File: config.mk
export PLATFORM = sky130hd
export DESIGN_NAME = qspi_flash_responder
export DESIGN_NICKNAME = d
export VERILOG_FILES = /design/src/rtl/qspi_flash_responder_pkg.sv /design/src/rtl/qspi_flash_responder_in_sync.sv /design/src/rtl/qspi_flash_responder.sv
export SDC_FILE = /design/constraint.sdc
export NUM_CORES = 1
export LEC_CHECK = 0
export CAP_MARGIN = 25
export CORE_MARGIN = 4
export CORE_UTILIZATION = 54
export CTS_CLUSTER_DIAMETER = 50
export DETAILED_ROUTE_END_ITERATION = 12
export GPL_ROUTABILITY_DRIVEN = 0
export PLACE_DENSITY = 0.83
export SLEW_MARGIN = 10
export SYNTH_ARGS = -nofsm -noshare
export SYNTH_HDL_FRONTEND = slang
export SYNTH_SLANG_ARGS = --single-unit
export TNS_END_PERCENT = 10
File: constraint.sdc
create_clock -name HCLK -period 3.1 [get_ports HCLK]
set_clock_uncertainty 0.1 [all_clocks]
set_input_delay 0.31 -clock HCLK [delete_from_list [all_inputs] [get_ports HCLK]]
set_output_delay 0.31 -clock HCLK [all_outputs]
set_load 0.005 [all_outputs]
File: src/rtl/qspi_flash_responder_pkg.sv
// Shared types and constants for the QSPI quad fast-read flash responder.
package qspi_pkg;

  typedef enum logic [2:0] {
    IDLE,
    CMD,
    ADDR,
    MODE,
    DUMMY,
    DATA,
    IGNORE
  } qspi_state_t;

  localparam logic [7:0] CMD_QUAD_FAST_READ = 8'hEB;
  localparam logic [3:0] MODE_CONT          = 4'hA;
  localparam int         DEFAULT_DUMMY_CLKS = 4;

endpackage

File: src/rtl/qspi_flash_responder_in_sync.sv
// Brings sck, ce_n and io[3:0] into the HCLK domain and flags sck edges.
// All three inputs travel through the same depth so a sampled nibble is
// aligned with the sck rise that qualifies it.
module qspi_in_sync #(
  parameter int SYNC_STAGES = 2
) (
  input  logic       clk,
  input  logic       sck,
  input  logic       ce_n,
  input  logic [3:0] din,
  output logic       sck_rise,
  output logic       sck_fall,
  output logic       ce_n_s,
  output logic [3:0] din_s
);

  logic [SYNC_STAGES-1:0] sck_sr;
  logic [SYNC_STAGES-1:0] ce_sr;
  logic [3:0]             din_sr [SYNC_STAGES];
  logic                   sck_d;

  // Synchronizer shift chains plus one extra sck flop for edge detection.
  always_ff @(posedge clk) begin
    sck_sr[0] <= sck;
    ce_sr[0]  <= ce_n;
    din_sr[0] <= din;
    for (int i = 1; i < SYNC_STAGES; i++) begin
      sck_sr[i] <= sck_sr[i-1];
      ce_sr[i]  <= ce_sr[i-1];
      din_sr[i] <= din_sr[i-1];
    end
    sck_d <= sck_sr[SYNC_STAGES-1];
  end

  assign sck_rise = sck_sr[SYNC_STAGES-1] & ~sck_d;
  assign sck_fall = ~sck_sr[SYNC_STAGES-1] & sck_d;
  assign ce_n_s   = ce_sr[SYNC_STAGES-1];
  assign din_s    = din_sr[SYNC_STAGES-1];

endmodule

File: src/rtl/qspi_flash_responder.sv
// Target end of a QSPI quad fast-read (0xEB) link. Decodes command, address,
// mode byte and dummy clocks from the oversampled bus, then streams bytes
// from a synchronous memory port, prefetching one byte ahead.
module qspi_flash_responder
  import qspi_pkg::*;
#(
  parameter int         ADDR_W      = 24,
  parameter int         DUMMY_CLKS  = DEFAULT_DUMMY_CLKS,
  parameter logic [7:0] CMD_READ    = CMD_QUAD_FAST_READ,
  parameter int         SYNC_STAGES = 2
) (
  input  logic              HCLK,
  input  logic              HRESETn,
  input  logic              sck,
  input  logic              ce_n,
  input  logic [3:0]        din,
  output logic [3:0]        dout,
  output logic [3:0]        douten,
  output logic [ADDR_W-1:0] mem_addr,
  output logic              mem_rd,
  input  logic [7:0]        mem_rdata,
  output logic              busy,
  output logic              cmd_err
);

  localparam logic [7:0] ADDR_LAST  = 8'(ADDR_W / 4 - 1);
  localparam logic [7:0] DUMMY_LAST = 8'(DUMMY_CLKS - 1);

  logic              sck_rise, sck_fall, ce_n_s;
  logic [3:0]        din_s;
  qspi_state_t       state, state_n;
  logic [7:0]        cnt;
  logic [6:0]        cmd_sr;
  logic [ADDR_W-1:0] addr;
  logic [3:0]        mode_hi;
  logic              cont_mode, ce_prev, ce_fall, nib_hi;
  logic [7:0]        byte_buf, pre_buf;
  logic              fetch, fetch_first, err;
  logic              rd_first_p0, rd_first_p1, rd_pre_p0, rd_pre_p1;

  qspi_in_sync #(.SYNC_STAGES(SYNC_STAGES)) u_in_sync (
    .clk      (HCLK),
    .sck      (sck),
    .ce_n     (ce_n),
    .din      (din),
    .sck_rise (sck_rise),
    .sck_fall (sck_fall),
    .ce_n_s   (ce_n_s),
    .din_s    (din_s)
  );

  // ce_prev resets low so a ce_n still held low after reset is not a new frame.
  assign ce_fall = ce_prev & ~ce_n_s;

  // Next-state decode; also flags memory fetches and opcode errors.
  always_comb begin
    state_n     = state;
    fetch       = 1'b0;
    fetch_first = 1'b0;
    err         = 1'b0;
    if (ce_n_s) begin
      state_n = IDLE;
    end else begin
      unique case (state)
        IDLE: if (ce_fall) state_n = cont_mode ? ADDR : CMD;
        CMD: if (sck_rise && cnt == 8'd7) begin
          if ({cmd_sr, din_s[0]} == CMD_READ) begin
            state_n = ADDR;
          end else begin
            state_n = IGNORE;
            err     = 1'b1;
          end
        end
        ADDR: if (sck_rise && cnt == ADDR_LAST) state_n = MODE;
        MODE: if (sck_rise && cnt == 8'd1) begin
          if (DUMMY_CLKS == 0) begin
            state_n     = DATA;
            fetch       = 1'b1;
            fetch_first = 1'b1;
          end else begin
            state_n = DUMMY;
          end
        end
        DUMMY: if (sck_rise && cnt == DUMMY_LAST) begin
          state_n     = DATA;
          fetch       = 1'b1;
          fetch_first = 1'b1;
        end
        DATA: if (sck_fall && nib_hi) fetch = 1'b1;
        IGNORE: ;
        default: state_n = IDLE;
      endcase
    end
  end

  // State register.
  always_ff @(posedge HCLK) begin
    if (!HRESETn) state <= IDLE;
    else          state <= state_n;
  end

  // Field capture, memory fetch pipeline and nibble output.
  always_ff @(posedge HCLK) begin
    if (!HRESETn) begin
      dout        <= 4'h0;
      douten      <= 4'h0;
      mem_rd      <= 1'b0;
      mem_addr    <= '0;
      busy        <= 1'b0;
      cmd_err     <= 1'b0;
      cont_mode   <= 1'b0;
      ce_prev     <= 1'b0;
      cnt         <= '0;
      nib_hi      <= 1'b1;
      rd_first_p0 <= 1'b0;
      rd_first_p1 <= 1'b0;
      rd_pre_p0   <= 1'b0;
      rd_pre_p1   <= 1'b0;
    end else begin
      busy    <= ~ce_n_s;
      ce_prev <= ce_n_s;
      cmd_err <= err;
      mem_rd  <= fetch;

      if (state_n != state) cnt <= '0;
      else if (sck_rise)    cnt <= cnt + 8'd1;

      if (sck_rise && !ce_n_s) begin
        case (state)
          CMD:  cmd_sr <= {cmd_sr[5:0], din_s[0]};
          ADDR: addr   <= {addr[ADDR_W-5:0], din_s};
          MODE: begin
            if (cnt == 8'd0) mode_hi   <= din_s;
            else             cont_mode <= (mode_hi == MODE_CONT);
          end
          default: ;
        endcase
      end

      // Stage p0: strobe issued; stage p1: memory data valid, capture it.
      if (fetch) begin
        if (fetch_first) begin
          mem_addr <= addr;
        end else begin
          mem_addr <= addr + 1'b1;
          addr     <= addr + 1'b1;
        end
      end
      rd_first_p0 <= fetch & fetch_first;
      rd_pre_p0   <= fetch & ~fetch_first;
      rd_first_p1 <= rd_first_p0;
      rd_pre_p1   <= rd_pre_p0;
      if (rd_first_p1) byte_buf <= mem_rdata;
      if (rd_pre_p1)   pre_buf  <= mem_rdata;

      if (state_n != DATA) begin
        douten <= 4'h0;
        nib_hi <= 1'b1;
      end else if (state == DATA && sck_fall) begin
        douten <= 4'hF;
        if (nib_hi) begin
          dout <= byte_buf[7:4];
        end else begin
          dout     <= byte_buf[3:0];
          byte_buf <= pre_buf;
        end
        nib_hi <= ~nib_hi;
      end
    end
  end

endmodule

==> flow_summary.toml, run 1 <==
[outcome]
outcome = "finished, final reports clean"

[yosys]
synth_edf_count = 51
synth-main-ff-cell = "dfxtp_1"
avgSynthCellArea_um2 = 9.63
synth_top_area_share_pct = 28.1
synth_area_leaders = "edfxtp_1, dfxtp_1, a21oi_1"
ys_seq_area_share_pct = 51.3
ys_warn_count = 0
ys_types = 67
synth_seq_cells = 114
netlist_instances = 565
synth_area_um2 = 5440
synth_fp_nets = 585
async_reset_ff_share_pct = 0
synth.most_common_cell = "dfxtp_1"
synth_commonest_cells = "dfxtp_1, nand2_1, edfxtp_1"
yosys.area.top_type = "edfxtp_1"

[floorplanning]
die_w_um = 108
floorplan.initialDensity_pct = 55.7
core_area_um2 = 9770
ios = 51
die_area_um2 = 11700
die_y_um = 108
core.rowCount = 36

[clock_network]
clk_latency_ns = 0.52
cts.path.max_buffers = 2
clock-sinks = 114
cts_tree = "done"
hold_buffers = 0
cts.htree.levels = 4
cts_buffers = 17
cts_resized = 0
root_buffer = "clkbuf_8"
path_clk_slew_ns = 0.06
post_cts_buffers = 0

[final_layout]
fillers = 750
syn2layout_area_growth_pct = 21.0
utilization_pct = 67.3
n_antenna_cell = 0
nets = 624
final_cells = 750
drive_gt1_share_pct = 8.10
final_area_um2 = 6580

[power_and_ir_drop]
p_leak_nw = 2.27
total_power_mw = 3.73
ir_drop_v = 0.000373
powerDensity_nw_per_um2 = 567

[place]
dp_hpwl_um = 8660
dpl-instance-area_um2 = 6000
place_inst = 717
pre_cts_ws_ns = 0.574
port-buffer-count = 50

[worst_setup_path]
path_max_fanout = 18
critPathBufInv = 0
reg2reg_depth = 5
end_kind = "flop"
crit_type = "flop to flop"
slowest_delay_ns = 0.61
crit_cells = 5
slowest_stage = "nand2_1"
crit_family = "simple AND/OR/NAND/NOR gates"
cp.required_ns = 3.33
cp_cell_sequence = "nor4b_1, nand2_1, nand2_1, a21oi_1, a311oi_1"
critPathArrivalTime_ns = 2.86
worst_path_most_repeated_cell = "nand2_1"
crit_path_start_kind = "flop"

[detailed_routing]
wl_met2_um = 6390
drtPass1Iterations = 6
wire_per_inst_um = 18.1
drc = 0
wl_met1_um = 5610
num_vias = 4693
dr_wl_met3_um = 1160
drt-total-wl_um = 13600
drtIter0Drc = 467
top_layer_used = "met4"
via_per_inst = 6.26
ant_nets = 0

[timing]
layout_min_cycle_time_ns = 2.63
setup_violations = 0
min_period_over_period_pct = 84.9
worst_slack_ns = 0.469
worstMarginPinSlew_ns = 0.708
hold_viol = 0
drv_slew = 0
fmax_mhz = 380
relSlewSlack_pct = 52.6
hold_slack_ns = 0.133
rsz0062_at_grt = "false"
fin_tns_setup_ns = 0

[hold_path]
hold_depth = 1
hold_class = "input port to flop"

[grt]
grt_usage_pct = 24.2
grt_pass1_vias = 4525
grt-ovfl-total = 0
grt_max_degree = 31
grt_pass1_wl_um = 22200
antenna_found_initial = 0

[job]
max_cap_viol_count = 0
registers in the layout, indices dropped and copies added, names as in the netlist, 2 cells and up:
signal	flops
state	3
dout	4
mem_addr	24
cmd_sr	7
pre_buf	8
cnt	8
mode_hi	4
byte_buf	8
u_in_sync.ce_sr	2
addr	24
u_in_sync.sck_sr	2
u_in_sync.din_sr	8
layout make-up:
type | instances | area (um2) | area share (%)
flip-flops and latches | 114 | 2790 | 42.4
multi-input cells | 396 | 2410 | 36.6
repair buffers | 63 | 601 | 9.12
clock buffers | 20 | 425 | 6.46
well taps | 133 | 166 | 2.53
clock inverters | 12 | 141 | 2.15
inverters | 12 | 45.0 | 0.684
worst paths after layout:
| check | endpoint | slack (ns) | startpoint |
|---|---|---|---|
| min reg2reg | u_in_sync.din_sr[0][4]$_DFF_P_ | 0.22 | u_in_sync.din_sr[0][0]$_DFF_P_ |
| max reg2reg | addr[8]$_DFFE_PP_ | 0.47 | state[1]$_SDFF_PN0_ |
| min | u_in_sync.din_sr[0][1]$_DFF_P_ | 0.13 | din[1] |
| max | addr[8]$_DFFE_PP_ | 0.47 | state[1]$_SDFF_PN0_ |
power breakdown:
| part | total [mW] | switching, mW | internal (mW) |
|---|---|---|---|
| clock | 1.88 | 0.672 | 1.21 |
| combinational | 0.172 | 0.0893 | 0.0828 |
| sequential | 1.68 | 0.0572 | 1.62 |
layer usage:
layer / track usage, % / vias up
met2: 38.0 / 264
met3: 6.27 / 42
li1: - / 2183
met1: 31.3 / 2204
met4: 11.5 / 0
met5: 0 / -
kinds of logic (layout without fill, tap and decap cells):
| logic type | after synthesis | in the layout | share of synthesized area (%) |
|---|---|---|---|
| compound gates | 153 | 153 | 18.6 |
| buf+inv | 55 | 107 | 4.37 |
| flops | 114 | 114 | 51.3 |
| xor+xnor | 7 | 7 | 1.13 |
| simple gates | 218 | 218 | 21.1 |
| fa+ha+maj | 4 | 4 | 0.920 |
| mux | 14 | 14 | 2.58 |
placed cells by master, fill, tap and decap left out, drive strengths merged, types with 6 or more instances in the layout:
cell,synthesis,layout
nor4,6,6
clkdlybuf4s50,0,49
clkinv,0,7
edfxtp,51,51
nand3,14,14
dfxtp,63,63
clkbuf,22,20
o211ai,6,6
nand4,6,6
o21ai,27,27
a21oi,45,45
and2,12,12
buf,21,14
a31oi,13,13
nand2,52,52
mux2i,14,14
a211oi,15,15
o22ai,6,6
nor2,51,51
and3,10,10
nor3,25,25
inv,12,12
(Power assumes the default switching activity.)
==> run 2: changes to the inputs <==
- CORE_UTILIZATION: 54 -> 52
- clock period: 3.1 -> 2.3 ns (I/O delays scaled with it)
==> run 2 against run 1 <==
The run now ends with setup timing left. Sequential share of layout area fell by 2.2 points. Critical path depth did not move. Utilization up 0.26 points. Sequential cell count unchanged. Worst setup slack got worse by 0.48 ns. Die area up 3.6%. First-iteration DRC count up 24%.
==> flow_summary.toml, run 2 (synthesis results as in run 1) <==
[worst_setup_path]
crit_family = "compound AO/OA/AOI/OAI gates"
path_max_fanout = 8
critPathBufInv = 0
cp_cell_sequence = "or3b_2, nor4_4, o31ai_2, a2111oi_4, a21boi_1"
slowest_delay_ns = 0.53
critPathArrivalTime_ns = 2.66
end_kind = "flop"
slowest_stage = "or3b_2"
crit_path_start_kind = "flop"
cp.required_ns = 2.65
crit_type = "flop to flop"

[detailed_routing]
dr_wl_met3_um = 1310
ant_nets = 0
drtPass1Iterations = 5
wl_met2_um = 6850
wl_met1_um = 5800
drc = 0
wire_per_inst_um = 18.3
via_per_inst = 6.18
drt-total-wl_um = 14400
drtIter0Drc = 579
num_vias = 4873
top_layer_used = "met4"

[power_and_ir_drop]
total_power_mw = 5.15
p_sw_share_pct = 22.8
p_int_mw = 3.98
power_frac_comb_pct = 5.8
powerDensity_nw_per_um2 = 741
p_leak_nw = 2.46
seqPwrFrac_pct = 43.3
ir_drop_v = 0.000493
clockPowerShare_pct = 50.9
power_switching_mw = 1.17

[final_layout]
n_antenna_cell = 0
final_cell_mix = "dfxtp_1, nand2_1, edfxtp_1"
syn2layout_area_growth_pct = 27.7
drive_gt1_share_pct = 15.5
reg_top3 = "addr x24, mem_addr x24"
final_common_cell = "dfxtp_1"
nets = 660
utilization_pct = 67.6

[clock_network]
cts_buffers = 17
clk_latency_ns = 0.53
cts.path.max_buffers = 2
root_buffer = "clkbuf_8"
clock-sinks = 114
cts.htree.levels = 4
cts_tree = "done"
path_clk_slew_ns = 0.06

[timing]
drv_slew = 0
setup_violations = 2
fmax_mhz = 432
worst_slack_ns = -0.0138
worstMarginPinSlew_ns = 0.543
min_period_over_period_pct = 101
hold_viol = 0
relSlewSlack_pct = 63.7
layout_min_cycle_time_ns = 2.31
rsz0062_at_grt = "true"
fin_tns_setup_ns = -0.0143

[place]
dp_hpwl_um = 9560
port-buffer-count = 50

[grt]
grt_pass1_wl_um = 22600
antenna_found_initial = 0
grt_pass1_vias = 4755
grt-ovfl-total = 0
grt_max_degree = 34
grt_usage_pct = 24.3

[floorplanning]
core_area_um2 = 10300
floorplan.initialDensity_pct = 52.9
die_y_um = 110
ios = 51
die_area_um2 = 12200
die_w_um = 110
core.rowCount = 37

[outcome]
outcome = "finished with violations"
failed_checks = "setup timing"

[job]
max_cap_viol_count = 0

[hold_path]
hold_class = "input port to flop"
-- run 2: worst paths after layout --
check                                 start                        endpoint  slack (ns)  depth (start not counted)
max                     state[0]$_SDFF_PN0_             cnt[0]$_SDFFE_PP0P_       -0.01                          5
min                                  din[1]  u_in_sync.din_sr[0][1]$_DFF_P_        0.05                          1
max reg2reg             state[0]$_SDFF_PN0_             cnt[0]$_SDFFE_PP0P_       -0.01                          5
min reg2reg  u_in_sync.din_sr[0][2]$_DFF_P_  u_in_sync.din_sr[0][6]$_DFF_P_        0.22                          0
-- run 2: final cells by class --
class	count	area [um2]
Clock buffer	17	414
Inverter	12	45.0
Tap cell	136	170
Timing Repair Buffer	99	878
Sequential cell	114	2800
Multi-Input combinational cell	396	2460
Clock inverter	15	181
Fill cell	781	3330
-- run 2: power groups by stage --
stage               Sequential (mW)  Clock, mW  Combinational, mW
floorplan                      2.26          0              0.153
global placement               2.27          0              0.274
detailed placement             2.27          0              0.285
CTS                            2.23       2.63              0.293
global route                   2.24       2.74              0.327
finish                         2.23       2.62              0.301
-- run 2: layer usage --
layer / vias up / track usage [%]
met3: 58 / 6.52
li1: 2257 / -
met5: - / 0
met4: 0 / 13.5
met2: 313 / 38.0
met1: 2245 / 30.5
-- run 2: timing repair --
item / CTS / global route
endpoints found under the hold margin: 2 / 0
setup endpoints to repair: 8 / 27
pin swaps: 1 / 0
setup buffers: 0 / 0
resized for setup: 1 / 11
hold buffers: 1 / 0
-- run 2: metrics by stage --
stage,setup slack (ns),instances,instance area (um2),hold WS [ns]
6_report,-0.0138,789,6950,0.0516
5_1_grt,-0.0456,789,6950,0.0260
4_1_cts,0.00665,789,6900,0.0362
3_5_place_dp,-0.0314,756,6290,0.212
3_3_place_gp,0.0648,756,6290,0.211
2_1_floorplan,0.124,565,5440,0.158
-- run 2: worst register-to-register path, cell delays in order (launching register included) --
cell,delay (ns)
dfxtp_1,0.40
or3b_2,0.53
nor4_4,0.31
o31ai_2,0.15
a2111oi_4,0.53
a21boi_1,0.22
